[config.mk]
export PLATFORM = sky130hd
export DESIGN_NAME = spi_slave
export DESIGN_NICKNAME = d
export VERILOG_FILES = /design/src/rtl/spi_pkg.sv /design/src/rtl/spi_sync_edge.sv /design/src/rtl/spi_slave.sv
export SDC_FILE = /design/constraint.sdc
export NUM_CORES = 1
export LEC_CHECK = 0
export ABC_AREA = 1
export CAP_MARGIN = 15
export CORE_MARGIN = 10
export CORE_UTILIZATION = 53
export CTS_CLUSTER_SIZE = 14
export DETAILED_ROUTE_END_ITERATION = 10
export PLACE_DENSITY = 0.82
export SYNTH_ARGS = -nofsm -noshare
export SYNTH_HDL_FRONTEND = slang
export SYNTH_SLANG_ARGS = --single-unit
[constraint.sdc]
create_clock -name P_clk -period 1.5 [get_ports P_clk]
set_clock_uncertainty 0.05 [all_clocks]
set_input_delay 0.375 -clock P_clk [delete_from_list [all_inputs] [get_ports P_clk]]
set_output_delay 0.375 -clock P_clk [all_outputs]
set_load 0.02 [all_outputs]
[src/rtl/spi_pkg.sv]
// Shared SPI definitions: mode encodings, CPOL/CPHA extraction, frame width, idle byte.
package spi_pkg;

  typedef enum logic [1:0] {
    SPI_MODE0 = 2'd0,
    SPI_MODE1 = 2'd1,
    SPI_MODE2 = 2'd2,
    SPI_MODE3 = 2'd3
  } spi_mode_e;

  localparam int unsigned SPI_BYTE_W    = 8;
  localparam logic [7:0]  SPI_IDLE_BYTE = 8'hFF;

  function automatic logic spi_cpol(input int unsigned mode);
    logic [1:0] m;
    m = mode[1:0];
    return m[1];
  endfunction

  function automatic logic spi_cpha(input int unsigned mode);
    logic [1:0] m;
    m = mode[1:0];
    return m[0];
  endfunction

endpackage

[src/rtl/spi_sync_edge.sv]
// 2-flop synchroniser plus history flop; o_sync is the synchronised level,
// o_rise/o_fall are single-cycle edge flags.
module spi_sync_edge #(
  parameter logic RESET_VAL = 1'b0
) (
  input  logic i_clk,
  input  logic i_rst_n,
  input  logic i_async,
  output logic o_sync,
  output logic o_rise,
  output logic o_fall
);

  logic r_meta;
  logic r_sync;
  logic r_hist;

  always_ff @(posedge i_clk or negedge i_rst_n) begin
    if (!i_rst_n) begin
      r_meta <= RESET_VAL;
      r_sync <= RESET_VAL;
      r_hist <= RESET_VAL;
    end else begin
      r_meta <= i_async;
      r_sync <= r_meta;
      r_hist <= r_sync;
    end
  end

  assign o_sync = r_sync;
  assign o_rise = r_sync & ~r_hist;
  assign o_fall = ~r_sync & r_hist;

endmodule

[src/rtl/spi_slave.sv]
// SPI slave endpoint, oversampled in the P_clk domain, MSB first, 8-bit frames.
// Ports: P_clk/reset_n; pad side i_SCLK, i_CS_n, i_MOSI, o_MISO, o_MISO_EN;
// client side o_RX_DATA/o_RX_DV, i_TX_DATA/i_TX_DV, o_TX_READY, o_TX_UNDERRUN.
module spi_slave
  import spi_pkg::*;
#(
  parameter int unsigned SPI_MODE     = 0,
  parameter logic [7:0]  TX_IDLE_BYTE = SPI_IDLE_BYTE
) (
  input  logic       P_clk,
  input  logic       reset_n,
  input  logic       i_SCLK,
  input  logic       i_CS_n,
  input  logic       i_MOSI,
  output logic       o_MISO,
  output logic       o_MISO_EN,
  output logic [7:0] o_RX_DATA,
  output logic       o_RX_DV,
  input  logic [7:0] i_TX_DATA,
  input  logic       i_TX_DV,
  output logic       o_TX_READY,
  output logic       o_TX_UNDERRUN
);

  localparam logic CPOL = spi_cpol(SPI_MODE);
  localparam logic CPHA = spi_cpha(SPI_MODE);

  logic w_sclk_sync, w_sclk_rise, w_sclk_fall;
  logic w_cs_sync, w_cs_rise_unused, w_cs_fall;
  logic w_mosi_sync, w_mosi_rise_unused, w_mosi_fall_unused;

  spi_sync_edge #(.RESET_VAL(CPOL)) u_sync_sclk (
    .i_clk(P_clk), .i_rst_n(reset_n), .i_async(i_SCLK),
    .o_sync(w_sclk_sync), .o_rise(w_sclk_rise), .o_fall(w_sclk_fall)
  );

  spi_sync_edge #(.RESET_VAL(1'b1)) u_sync_cs (
    .i_clk(P_clk), .i_rst_n(reset_n), .i_async(i_CS_n),
    .o_sync(w_cs_sync), .o_rise(w_cs_rise_unused), .o_fall(w_cs_fall)
  );

  spi_sync_edge #(.RESET_VAL(1'b0)) u_sync_mosi (
    .i_clk(P_clk), .i_rst_n(reset_n), .i_async(i_MOSI),
    .o_sync(w_mosi_sync), .o_rise(w_mosi_rise_unused), .o_fall(w_mosi_fall_unused)
  );

  logic [2:0] r_bit_cnt;
  logic [7:0] r_rx_shift;
  logic [7:0] r_rx_data;
  logic       r_rx_dv;
  logic [7:0] r_tx_shift;
  logic       r_miso;
  logic [7:0] r_hold;
  logic       r_hold_full;
  logic       r_underrun;
  logic       r_first;

  logic       w_cs_act;
  logic       w_lead;
  logic       w_trail;
  logic       w_sample;
  logic       w_shift;
  logic       w_boundary;
  logic       w_load;
  logic [7:0] w_load_byte;

  assign w_cs_act = ~w_cs_sync;
  assign w_lead   = w_cs_act & (CPOL ? w_sclk_fall : w_sclk_rise);
  assign w_trail  = w_cs_act & (CPOL ? w_sclk_rise : w_sclk_fall);
  assign w_sample = CPHA ? w_trail : w_lead;
  assign w_shift  = CPHA ? w_lead : w_trail;

  // A zero count on the shift edge marks a byte boundary; for CPHA=1 the
  // very first leading edge is excluded because CS fall already loaded.
  assign w_boundary = CPHA ? (w_lead & (r_bit_cnt == 3'd0) & ~r_first)
                           : (w_trail & (r_bit_cnt == 3'd0));
  assign w_load      = w_cs_fall | w_boundary;
  assign w_load_byte = r_hold_full ? r_hold : TX_IDLE_BYTE;

  always_ff @(posedge P_clk or negedge reset_n) begin
    if (!reset_n) begin
      r_bit_cnt  <= '0;
      r_rx_shift <= '0;
      r_rx_data  <= '0;
      r_rx_dv    <= 1'b0;
    end else begin
      r_rx_dv <= 1'b0;
      if (!w_cs_act) begin
        r_bit_cnt <= '0;
      end else if (w_sample) begin
        r_rx_shift <= {r_rx_shift[6:0], w_mosi_sync};
        r_bit_cnt  <= r_bit_cnt + 3'd1;
        if (r_bit_cnt == 3'd7) begin
          r_rx_data <= {r_rx_shift[6:0], w_mosi_sync};
          r_rx_dv   <= 1'b1;
        end
      end
    end
  end

  always_ff @(posedge P_clk or negedge reset_n) begin
    if (!reset_n) begin
      r_tx_shift  <= '0;
      r_miso      <= 1'b0;
      r_hold      <= '0;
      r_hold_full <= 1'b0;
      r_underrun  <= 1'b0;
      r_first     <= 1'b0;
    end else begin
      r_underrun <= 1'b0;

      if (w_cs_fall)   r_first <= 1'b1;
      else if (w_lead) r_first <= 1'b0;

      if (w_load) begin
        r_underrun <= ~r_hold_full;
        // CPHA=1 parks the CS-fall byte; its MSB goes out on the first leading edge.
        if (!CPHA || w_boundary) begin
          r_miso     <= w_load_byte[7];
          r_tx_shift <= {w_load_byte[6:0], 1'b0};
        end else begin
          r_tx_shift <= w_load_byte;
        end
      end else if (w_shift) begin
        r_miso     <= r_tx_shift[7];
        r_tx_shift <= {r_tx_shift[6:0], 1'b0};
      end else if (!w_cs_act) begin
        r_miso <= 1'b0;
      end

      // A load consumes the old holding byte; a strobe is accepted only if
      // the holding register was empty before this cycle.
      if (w_load && r_hold_full) begin
        r_hold_full <= 1'b0;
      end else if (i_TX_DV && !r_hold_full) begin
        r_hold      <= i_TX_DATA;
        r_hold_full <= 1'b1;
      end
    end
  end

  assign o_MISO        = r_miso;
  assign o_MISO_EN     = w_cs_act;
  assign o_RX_DATA     = r_rx_data;
  assign o_RX_DV       = r_rx_dv;
  assign o_TX_READY    = ~r_hold_full;
  assign o_TX_UNDERRUN = r_underrun;

endmodule

-- After elaboration in Yosys (flattened, before gate mapping)
Index checks and enable logic that the tools add are counted.
- bits in registers: 46
- input port bits: 14
- output and inout port bits: 13
- logic and storage cells: 56
- add/sub/neg operators: 1
- equality and inequality tests: 1
- muxes and demuxes: 14
- bitwise gates (word level): 12
- reductions and logical operators: 11
- operators by type and width (kind ; number):
    $mux W8 ; 3
    $mux W1 ; 9
    $and A1 B1 Y1 ; 6
    $mux W3 ; 2
    $reduce_bool A2 Y1 ; 3
    $not A1 Y1 ; 5
    $reduce_and A2 Y1 ; 2
    $add A3 B1 Y3 const B ; 1
    $eq A3 B3 Y1 const B ; 1
    $logic_not A3 Y1 ; 1
    $reduce_and A3 Y1 ; 1
    $reduce_bool A3 Y1 ; 1
    $logic_and A1 B1 Y1 ; 2
    $logic_not A1 Y1 ; 1
    $or A1 B1 Y1 ; 1

-- Longest topological paths before layout
- word-level depth: 8
- depth in mapped cells: 8
- mapped depth without buffers: 8

-- Modules after synthesis
Synthesis repeated with hierarchy kept, for this count alone.
- cell total of the unflattened synthesis: 207
- area, all modules: 1893.1 um^2
- modules (own cells, without submodules) (module ; times used ; cells an instance ; area each (um^2) ; seq. area each (um^2)):
    spi_slave ; 1 ; 186 ; 1619.1 ; 925.9
    spi_sync_edge at u_sync_mosi ... ; 2 ; 7 ; 90.1 ; 75.1
    spi_sync_edge at u_sync_cs ; 1 ; 7 ; 93.8 ; 78.8

-- Least setup slack after synthesis
No wires, ideal clock.
- path kind: register to register
- from: register r_bit_cnt[0]
- to: register r_rx_data[1] (netlist: o_RX_DATA[1])
- setup time: 0.074 ns
- arrival time: 1.124 ns
- required time: 1.376 ns
- setup slack: 0.252 ns
- stages on the path, launching flop included: 7
- buffers on the path: 1
- clock period less this slack: 1.248 ns
- cell sequence: dfrtp_1 -> ha_1 -> ha_1 -> nand3_4 -> buf_6 -> nand2_1 -> o21ai_2
- cells in the longest elaborated chain, start to end: 2
- RTL lines (what ; line ; text):
    start: declaration ; spi_slave.sv:47 ; logic [2:0] r_bit_cnt;
    start signal: assignment ; spi_slave.sv:92 ; r_bit_cnt <= r_bit_cnt + 3'd1;
    $eq A3 B3 Y1 ; spi_slave.sv:93 ; if (r_bit_cnt == 3'd7) begin
    $reduce_and A3 Y1 (no source line) ; n/a ;
    end signal: assignment ; spi_slave.sv:94 ; r_rx_data <= {r_rx_shift[6:0], w_mosi_sync};
    end: declaration ; spi_slave.sv:49 ; logic [7:0] r_rx_data;
Every way passes these cells.
A chain may end at the register's enable or synchronous reset.

-- Worst setup path after layout
- from: register u_sync_cs.r_sync (netlist: u_sync_cs.o_sync)
- to: output port o_MISO_EN
- cells in the longest elaborated chain, start to end: 1
- RTL lines (what ; line ; text):
    start: declaration ; spi_sync_edge.sv:15 ; logic r_sync;
    start signal: assignment ; spi_sync_edge.sv:25 ; r_sync <= r_meta;
    $not A1 Y1 (no source line) ; n/a ;
    end: declaration ; spi_slave.sv:16 ; output logic o_MISO_EN,
Every way passes these cells.

==> run metrics <==
Final min period=1480 ps; status=completed; Routed Antenna Nets=0; die height=79.4 um; type of the worst min-delay path=reg -> reg; #FFs+latches synth=45; via count=1346; Syn. warnings=0; pre-CTS setup slack=-19.0 ps; post-synth top area share=56.3%; final hold vios=0; normalized max-slew margin=72.1%; ranking of synthesized cells by area=dfrtp_1, nand2_1, dfstp_2; GRT Total Usage=11.1%; Post-synth EDFFs=0; CTS Root Cell=clkbuf_4; Mapped Area=1870 um^2; MaxCap Viol Count=0; Final HPWL DP=2.47 mm; Max FO, Critical Path=2; top-level I/O count=27; # setup viols final=0; largest net degree at the start of global routing=19; nature of the critical path startpoint=flop; vias in the first global route=1369; drt pass-1 iters=6; Crit path max-delay family=flip-flops; routed len/inst=11.6 um; Starting Density=55.5%; row cnt=21; FFs w/ async S/R, synth=100%; Max Transition Viols Final=0; Clk pin slew, worst setup/hold paths=100 ps; Post-Syn Nets=207; RePlAce Congestion=0.786; Syn Inst Count=190; Port Buf Inserts=26; Die X=79.4 um; worst slew pin tran=418 ps; top-count cell post-synth=nand2_1; Remaining DRCs=0; critical path arrival=1060 ps; post-route clock period utilization=98.7%; Crit Path Class=reg -> out; die area=6300 um^2; worst setup margin=18.8 ps; met2 Use GR=19.1%; GR peak layer=met2; synthesized area per cell=9.83 um^2; synthesis-to-finish area growth=19.8%; vias per cell=4.91; clock sinks=45; Core Area=3360 um^2; wirelength, routed=3.17 mm; final worst hold slack=315 ps; TritonCTS clock tree=done; Setup TNS Final=0 ps; global route total overflow=0; share of layout cells above drive strength 1=21.5%; first-pass GRT wire length=5.78 mm; initial antenna violation count=0; met1 Use GR=12.4%; commonest cells in the netlist=nand2_1, dfrtp_1, inv_1; DR iter-0 viols=58; Lkg Pwr=1.14 nW; met3 usage=4.50%; number of antenna diodes=0; Max VDD drop=965 uV; RSZ-0062 raised after global routing=true; Bufs on Longest Clock Path=2; critical path's slowest cell=dfstp_2; post-synth top area cell=dfrtp_1; CP cell instances=inv_4, buf_6; Main synth FF type=dfrtp_1; CP bufs+invs=2; FMAX=0.675 GHz; Worst-Skew Late Latency=340 ps; H-tree depth=2; Synth cell types=22; Worst path max stage delay=570 ps; sequential-to-total area share from yosys stat=60.5%; Worst Path Required=1070 ps; critical path capture point type=output port; final net count=244; Power Density=1210 nW/um^2; CTS buffer count=5
routing by layer:
layer | routed length, um | share of wire [%] | vias up
met1 | 1440 | 45 | 639
met5 | 0 | 0 | -
li1 | - | - | 669
met3 | 175 | 5.5 | 5
met2 | 1510 | 48 | 33
met4 | 37 | 1.2 | 0
cell type report:
type | instances | area [um^2]
clock buffers | 8 | 58.8
fillers | 300 | 1120
inverters | 21 | 81.3
multi-input cells | 120 | 623
flip-flops and latches | 45 | 1130
well taps | 46 | 57.6
repair buffers | 34 | 288
power by group:
group | switching [mW] | total [mW] | leakage [nW] | internal [mW]
registers | 0.0908 | 1.52 | 0.558 | 1.43
logic | 0.356 | 0.614 | 0.552 | 0.258
clock network | 0.335 | 0.567 | 0.0326 | 0.232
total | 0.782 | 2.70 | 1.14 | 1.92
path summary, 6_finish.rpt:
kind	from	end	slack, ps	depth (start not counted)
setup / recovery	u_sync_cs.o_sync	o_MISO_EN	20	2
hold reg to reg	u_sync_sclk.r_meta	u_sync_sclk.o_sync	310	0
setup reg to reg	u_sync_cs.o_sync	r_tx_shift[7]	110	8
max in group asynchronous	reset_n	u_sync_mosi.o_sync	460	3
hold / removal	u_sync_sclk.r_meta	u_sync_sclk.o_sync	310	0
min in group asynchronous	reset_n	r_rx_shift[3]	430	2
stage by stage:
stage	total power, mW	utilization [%]	instances	area, um^2
after floorplan	1.96	-	190	1870
after global placement	2.15	65.9	265	2220
after detailed placement	2.18	65.9	265	2220
after CTS	2.73	67.7	274	2280
after global routing	2.89	66.6	274	2240
final	2.70	66.6	274	2240
state kept, by name, summed over array words and instances (netlist names), 3 cells and up:
| register | flops |
|---|---|
| o_RX_DATA | 8 |
| r_bit_cnt | 3 |
| r_hold | 8 |
| r_rx_shift | 7 |
| r_tx_shift | 7 |
timing repair:
action | CTS | global route
setup endpoints to repair | 13 | 17
hold buffers | 1 | 0
gates resized for setup | 27 | 16
endpoints found under the hold margin | 13 | 0
pin swaps | 0 | 0
buffers inserted | 0 | 0
cells in the final DEF, fill, tap and decap left out:
cell             count
nand2_1             58
dfrtp_1             42
inv_1               18
nand3_1             12
clkdlybuf4s50_1     12
clkbuf_2            10
nor2_1               9
o21ai_1              8
o21ai_2              7
a21oi_1              6
clkbuf_4             5
buf_4                5
o21ai_0              4
nand2_4              3
nand2_2              3
ha_1                 3
dfstp_2              3
inv_2                2
nand4_1              2
mux2_2               2
clkbuf_1             2
buf_2                2
buf_12               2
inv_4                1
nor2_4               1
nand3_4              1
or2_1                1
clkbuf_8             1
dlygate4sd3_1        1
buf_6                1
dlygate4sd2_1        1
cells by family (layout without fill, tap and decap cells):
| group | count (synthesis) | count (layout) | share of synthesized area [%] |
|---|---|---|---|
| adders and majority gates | 3 | 3 | 2.01 |
| buffers and inverters | 25 | 63 | 6.56 |
| AOI/OAI and AO/OA | 25 | 25 | 8.10 |
| DFF | 45 | 45 | 60.5 |
| muxes | 2 | 2 | 1.21 |
| and+or+nand+nor | 90 | 90 | 21.6 |
Note: power is estimated with default switching activity, not from simulation.
